===== config.mk =====
export PLATFORM = sky130hd
export DESIGN_NAME = r2_lut_addr_gen
export DESIGN_NICKNAME = d
export VERILOG_FILES = /design/src/rtl/r2_lut_addr_gen.sv
export SDC_FILE = /design/constraint.sdc
export NUM_CORES = 1
export LEC_CHECK = 0
export CAP_MARGIN = 20
export CORE_MARGIN = 3
export CORE_UTILIZATION = 43
export CTS_CLUSTER_DIAMETER = 80
export DETAILED_ROUTE_END_ITERATION = 6
export HOLD_SLACK_MARGIN = 0.05
export PLACE_DENSITY = 0.83
export SYNTH_ARGS = -nofsm -noshare
export SYNTH_HDL_FRONTEND = slang
export SYNTH_SLANG_ARGS = --single-unit
export TNS_END_PERCENT = 20

===== constraint.sdc =====
create_clock -name clock -period 1.66 [get_ports clock]
set_input_delay 0.498 -clock clock [delete_from_list [all_inputs] [get_ports clock]]
set_output_delay 0.498 -clock clock [all_outputs]
set_load 0.1 [all_outputs]

===== src/rtl/r2_lut_addr_gen.sv =====
// r^2 -> LJ coefficient ROM address generator with aligned side channel.
// Also streams full-table reloads into the ROM through the write port.
module r2_lut_addr_gen #(
  parameter int DEPTH       = 3072,
  parameter int ADDR_WIDTH  = 12,
  parameter int SEGMENT_NUM = 12,
  parameter int BIN_WIDTH   = 8,
  parameter int MIN_EXP     = 121,
  parameter int LUT_LATENCY = 2,
  parameter int INIT_LOADED = 1
) (
  input  logic                  clock,
  input  logic                  rst,
  input  logic [31:0]           r2,
  input  logic                  r2_valid,
  output logic                  r2_ready,
  input  logic                  load_start,
  input  logic [31:0]           load_data,
  input  logic                  load_valid,
  output logic                  load_done,
  output logic [ADDR_WIDTH-1:0] lut_address,
  output logic [31:0]           lut_data,
  output logic                  lut_rden,
  output logic                  lut_wren,
  output logic [22-BIN_WIDTH:0] frac_out,
  output logic                  pair_valid_out,
  output logic                  out_of_range_out,
  output logic                  underflow_out
);

  localparam int FW = 23 - BIN_WIDTH;
  localparam int SW = ADDR_WIDTH - BIN_WIDTH;
  localparam int ND = 1 + LUT_LATENCY;
  localparam logic [7:0] E_MIN = 8'(MIN_EXP);
  localparam logic [7:0] E_END = 8'(MIN_EXP + SEGMENT_NUM);
  localparam logic [ADDR_WIDTH-1:0] LAST = ADDR_WIDTH'(DEPTH - 1);

  typedef enum logic [1:0] {IDLE, LOAD, RUN} state_t;

  state_t state, state_nxt;
  logic   pending, pending_nxt;
  logic   load_fire;
  logic   accept;
  logic   inflight;
  logic [ADDR_WIDTH-1:0] cnt;

  logic [7:0]    e;
  logic [SW-1:0] seg;
  logic          oor_d;
  logic          uf_d;

  logic                  s0_busy, s0_hit, s0_oor, s0_uf;
  logic [FW-1:0]         s0_frac;
  logic [ADDR_WIDTH-1:0] s0_addr;

  logic [ND-1:0] dl_busy, dl_hit, dl_oor, dl_uf;
  logic [FW-1:0] dl_frac [ND];

  assign e      = r2[30:23];
  assign seg    = SW'(e - E_MIN);
  assign oor_d  = r2[31] | (e == 8'hFF) | (e >= E_END);
  assign uf_d   = ~oor_d & (e < E_MIN);
  assign accept = r2_valid & r2_ready;

  assign inflight = s0_busy | (|dl_busy);

  always_comb begin
    state_nxt   = state;
    pending_nxt = pending;
    load_fire   = 1'b0;
    r2_ready    = 1'b0;
    unique case (state)
      IDLE: begin
        if (load_start) state_nxt = LOAD;
      end
      LOAD: begin
        if (load_valid) begin
          load_fire = 1'b1;
          if (cnt == LAST) state_nxt = RUN;
        end
      end
      RUN: begin
        r2_ready = ~pending;
        if (load_start) pending_nxt = 1'b1;
        // Reload only once every in-flight lookup has left the side channel
        if (pending && !inflight) begin
          state_nxt   = LOAD;
          pending_nxt = 1'b0;
        end
      end
      default: state_nxt = IDLE;
    endcase
  end

  always_ff @(posedge clock) begin
    if (rst) begin
      state       <= (INIT_LOADED != 0) ? RUN : IDLE;
      pending     <= 1'b0;
      cnt         <= '0;
      load_done   <= 1'b0;
      lut_address <= '0;
      lut_data    <= '0;
      lut_rden    <= 1'b0;
      lut_wren    <= 1'b0;
      s0_busy     <= 1'b0;
      s0_hit      <= 1'b0;
      s0_oor      <= 1'b0;
      s0_uf       <= 1'b0;
      s0_frac     <= '0;
      s0_addr     <= '0;
      dl_busy     <= '0;
      dl_hit      <= '0;
      dl_oor      <= '0;
      dl_uf       <= '0;
      for (int i = 0; i < ND; i++) dl_frac[i] <= '0;
    end else begin
      state   <= state_nxt;
      pending <= pending_nxt;

      s0_busy <= accept;
      s0_hit  <= accept & ~oor_d & ~uf_d;
      s0_oor  <= accept & oor_d;
      s0_uf   <= accept & uf_d;
      if (accept) begin
        s0_frac <= r2[FW-1:0];
        s0_addr <= {seg, r2[22 -: BIN_WIDTH]};
      end

      load_done <= load_fire & (cnt == LAST);
      if (load_fire) begin
        cnt         <= (cnt == LAST) ? '0 : cnt + 1'b1;
        lut_wren    <= 1'b1;
        lut_rden    <= 1'b0;
        lut_address <= cnt;
        lut_data    <= load_data;
      end else begin
        lut_wren <= 1'b0;
        lut_rden <= s0_hit;
        if (s0_hit) lut_address <= s0_addr;
      end

      dl_busy <= {dl_busy[ND-2:0], s0_busy};
      dl_hit  <= {dl_hit[ND-2:0], s0_hit};
      dl_oor  <= {dl_oor[ND-2:0], s0_oor};
      dl_uf   <= {dl_uf[ND-2:0], s0_uf};
      dl_frac[0] <= s0_frac;
      for (int i = 1; i < ND; i++) dl_frac[i] <= dl_frac[i-1];
    end
  end

  assign frac_out         = dl_frac[ND-1];
  assign pair_valid_out   = dl_hit[ND-1];
  assign out_of_range_out = dl_oor[ND-1];
  assign underflow_out    = dl_uf[ND-1];

endmodule


=== After elaboration in Yosys (flattened, before gate mapping) ===
Memory sizes are Yosys's and may differ from the RTL's.
Index checks and enable logic that the tools add are counted.
Widths: inputs -> output; s select.

* Word-level logic and storage cells: 76
* Memories: 1
* Flip-flop bits (word level): 105
* Output and inout bits: 66
* Bits in writable memories: 45
* Input bits: 69

{| class="wikitable"
|+ Memories
! name !! words !! bits a word !! read ports !! clocked after Yosys merged registers in !! wr ports !! line !! text
|-
| dl_frac || 3 || 15 || 3 || 0 || 3 || 57 || <nowiki>logic [FW-1:0] dl_frac [ND];</nowiki>
|}

* Add/sub/neg operators: 2
* Equality and inequality tests: 8
* Reductions and logical operators: 9
* Bitwise gates (word level): 16
* Magnitude comparators: 2
* Multiplexer cells: 20

{| class="wikitable"
|+ Operators by type and width
! kind !! number
|-
| $mux 15 || 3
|-
| $mux 12 || 3
|-
| $add 12x1->12 const B || 1
|-
| $eq 12x12->1 const B || 1
|-
| $mux 1 || 9
|-
| $eq 8x8->1 const B || 1
|-
| $ge 8x8->1 const B || 1
|-
| $lt 8x7->1 const B || 1
|-
| $mux 2 || 4
|-
| $ne 2x2->1 const B || 4
|-
| $and 1x1->1 || 7
|-
| $or 1x1->1 || 6
|-
| $pmux 2 s3 || 1
|-
| $reduce_and 4->1 || 1
|-
| $reduce_bool 2->1 || 2
|-
| $sub 4x4->4 const B || 1
|-
| $not 1->1 || 3
|-
| $reduce_or 3->1 || 1
|-
| $eq 2x1->1 const B || 1
|-
| $eq 2x2->1 const B || 1
|-
| $logic_not 2->1 || 1
|-
| $reduce_and 2->1 || 1
|-
| $reduce_or 2->1 || 1
|-
| $logic_and 1x1->1 || 1
|-
| $logic_not 1->1 || 1
|}

=== Logic depth before layout (Yosys ltp) ===
* Depth after elaboration: 7
* Depth in mapped cells: 6
* Mapped depth without buffers: 6

=== Worst setup path before layout ===
No wires, ideal clock.

* Path type: register to register
* Start: register state[1]
* End: register s0_uf
* Period minus slack after synthesis: 2608 ps
* Path slack: -948 ps
* Stages on the path, launching flop included: 5
* Arrival time: 2516 ps
* Buffers on the path: 1
* Setup time: 92 ps
* Data required time: 1568 ps
* Cell sequence: dfxtp_1 nor3b_2 nand2_1 clkbuf_1 nor4_1

* Cells in the longest elaborated chain, start to end: 4

{| class="wikitable"
|+ RTL lines
! element !! line !! text
|-
| from (decl) || 40 || <nowiki>state_t state, state_nxt;</nowiki>
|-
| from (signal assigned) || 97 || <nowiki>state <= (INIT_LOADED != 0) ? RUN : IDLE;</nowiki>
|-
| from (signal assigned) || 117 || <nowiki>state <= state_nxt;</nowiki>
|-
| $eq 2x2->1 || 72 || <nowiki>unique case (state)</nowiki>
|-
| $mux 1 || 72 ||
|-
| named net r2_ready || 16 || <nowiki>output logic r2_ready,</nowiki>
|-
| $and 1x1->1 || 63 || <nowiki>assign accept = r2_valid & r2_ready;</nowiki>
|-
| $and 1x1->1 || 123 || <nowiki>s0_uf <= accept & uf_d;</nowiki>
|-
| to (signal assigned) || 123 ||
|-
| to (decl) || 52 || <nowiki>logic s0_busy, s0_hit, s0_oor, s0_uf;</nowiki>
|}

The timed path passes the listed nets, and every way through them passes these cells.
A chain may end at the register's enable or synchronous reset.

=== Final worst setup path ===
* Start: register state[0]
* End: output port r2_ready

* Cells in the longest elaborated chain, start to end: 2

{| class="wikitable"
|+ RTL lines
! element !! line
|-
| $eq 2x2->1 || 72
|-
| $mux 1 || 72
|-
| to (decl) || 16
|}

No other way between the ends.

==> out/metrics.yaml <==
power_and_ir_drop:
  peakVddDrop_v: 0.0007151
  power_density_mw_per_mm2: 1271
  finalPower_mw: 10.19
  leakage_nw: 3.055
route:
  routed_via_density: 4.995
  drtIter0Drc: 230
  wl_mm: 12.94
  drtPass1Iterations: 4
  wl_per_cell_microns: 15.22
  ant_nets: 0
  drc: 0
  num_vias: 4246
synthesis:
  post_synth.cell_area_avg_sq_um: 9.310
  ys_ff_latch: 150
  ys_seq_area_share_pct: 58.32
  ys_types: 32
  synth_edf_count: 0
  yosys.area.top_type: "dfxtp_1"
  synth_area_sq_mm: 0.005149
  synthesis.nets: 625
  post_synth_inst_count: 553
  async_reset_ff_share_pct: 0
  yosys_warnings: 0
  synthTopCellsByArea: "dfxtp_1 58%, nand2_1 8.7%, nor2b_1 7.3%, a21oi_1 6.1%, mux2i_1 2.5%"
  synth_ff_type: "dfxtp_1"
  yosysTopAreaCellShare_pct: 58.32
placed_design:
  portBuffers: 134
  placed_cell_area_sq_mm: 0.007363
  gp_congestion: 0.8485
  dpl.cell_count: 814
  dp_hpwl_mm: 9.080
setup_path:
  cp_top_family: "flip-flops"
  start_kind: "register"
  cp_slowest_cell: "dfxtp_4"
  cp.required_ps: 1160
  crit_path_end_kind: "output port"
  path_cells: "nor3b_4, buf_12"
  crit_type: "reg -> out"
  crit_fanout: 2
  critPathMaxStageDelay_ps: 350
  critPathArrivalTime_ps: 1250
  worst-path-buf-inv: 1
timing:
  slew_headroom_pct: 67.90
  grt_setup_unrepaired: "true"
  whs_ps: 430.9
  fmax_mhz: 571.0
  final.setup.tns_ps: -91.17
  finClkSkew_ps: 9.164
  hold_viol: 0
  fin_ws_ps: -91.17
  period_share_pct: 105.5
  setup_violations: 1
  tightest_slew_ps: 481.5
  fin_crit_ps: 1751
  drv_slew: 0
layout:
  n_fill_cell: 823
  finalNetCount: 766
  diodes: 0
  fin_area_sq_mm: 0.008015
  layout-drive-gt1-share_pct: 20.37
  fin_cells: 850
  areaGrowthSynthToFinish_pct: 55.67
global_route:
  antenna_found_initial: 0
  grt.overflow.total: 0
  grt_max_degree: 47
  grt.total_usage_pct: 19.33
  grt_pass1_vias: 4232
  grt_pass1_wl_mm: 20.31
floorplanning:
  start_util_pct: 44.52
  die_area_sq_mm: 0.01332
  core_sq_mm: 0.01156
  die_w_microns: 115.4
  boundaryPins: 135
  rows: 39
  chipHeight_microns: 115.4
clocking:
  clk_latency_ps: 420
  root_buffer: "clkbuf_16"
  clock_path_buffers: 2
  cts_num_sinks: 150
  clk_pin_slew_ps: 60
  htree_levels: 4
  tritoncts: "yes"
  cts_hold_repair.buffers: 0
  cts_buffers: 17
run_status:
  outcome: "complete, but fails checks"
  violations: "negative setup slack"
job:
  maxCapViolations: 0
worst_hold_path:
  hp-class: "reg -> reg"
per-layer routing:
metal	global-route usage, %	wire length, microns	up-vias
li1	-	-	2087
met1	21.45	4993	1997
met2	34.22	7011	132
met3	4.752	488	30
met4	10.02	444	0
met5	0	0	-
placed cells by master, fill, tap and decap left out, types with 4 or more instances in the layout:
| cell | instances |
|---|---|
| dfxtp_1 | 147 |
| clkbuf_16 | 17 |
| nand4_1 | 6 |
| nor2_1 | 27 |
| mux2i_1 | 13 |
| clkdlybuf4s50_1 | 67 |
| nand3_1 | 6 |
| xnor2_1 | 6 |
| a211oi_1 | 15 |
| buf_12 | 69 |
| buf_4 | 32 |
| clkinv_4 | 4 |
| nand2_1 | 119 |
| xor2_1 | 5 |
| nor2b_1 | 60 |
| a21oi_1 | 63 |
| nor4_1 | 5 |
| inv_6 | 4 |
through the flow:
step	util (%)	setup slack (ps)
final	69.31	-91.17
after global routing	69.31	-135.0
after CTS	69.12	-105.5
after detailed placement	63.67	-361.2
after global placement	63.67	-314.8
after floorplan	-	-325.4
where the power goes:
group	total, mW	switching (mW)	internal (mW)
logic	2.23	1.32	0.917
clock network	3.86	1.57	2.30
registers	4.09	0.183	3.91
total	10.2	3.06	7.12
worst paths after layout:
path | slack, ps | startpoint | to | cells after the start
setup / recovery | -90 | state[0] | r2_ready | 2
hold / removal | 430 | dl_frac[0][17] | dl_frac[0][32] | 1
setup reg to reg | 50 | cnt[1] | state[0] | 4
hold reg to reg | 430 | dl_frac[0][17] | dl_frac[0][32] | 1
cells by family (layout without fill, tap and decap cells):
group                    after synthesis  count (layout)  share of synthesized area [%]
adder cells (fa/ha/maj)                3               3                         0.7291
flip-flops                           150             150                          58.32
buffers and inverters                 50             204                          4.982
XOR/XNOR                              11              11                          1.871
AND/OR/NAND/NOR                      241             241                          22.36
AO/OA/AOI/OAI                         85              85                          9.210
multiplexers                          13              13                          2.527
cell usage after synthesis (all sizes together), types with 2 or more instances:
library cell and count:
nand3 6, nor4 6, mux2i 13, and3 3
xor2 5, a211oi 15, and2 2, ha 3
nand4 6, buf 25, nor2 27, xnor2 6
or3 2, a21oi 63, dfxtp 150, nand2 120
o21ai 4, nor3 3, clkbuf 22, nor2b 60
inv 3
flip-flops by register name, summed over array words and instances (netlist names):
register,cells
s0_oor,1
s0_uf,1
dl_uf,3
s0_frac,15
lut_data,32
lut_wren,1
dl_frac,45
s0_busy,1
pending,1
cnt,12
s0_addr,12
dl_hit,3
lut_rden,1
s0_hit,1
lut_address,12
dl_oor,3
state,2
load_done,1
dl_busy,3
timing repair:
action / 4_1_cts / 5_1_grt
pin swaps: 1 / 2
buffers inserted: 3 / 1
gates resized for setup: 2 / 6
setup endpoints to repair: 1 / 15
cell type report:
class | count | area [sq um] | share of cell area, %
Clock buffer | 18 | 439.2 | 5.479
Sequential cell | 150 | 3012 | 37.57
Tap cell | 143 | 178.9 | 2.232
Multi-Input combinational cell | 353 | 1906 | 23.77
Inverter | 3 | 11.26 | 0.1405
Clock inverter | 14 | 165.2 | 2.061
Timing Repair Buffer | 169 | 2303 | 28.74
worst register-to-register path: stages (launching register included):
cell and delay (ps):
dfxtp_1 380, ha_2 210, nand3_1 130, or4b_4 540, o211a_1 240
Note: power is estimated with default switching activity, not from simulation.
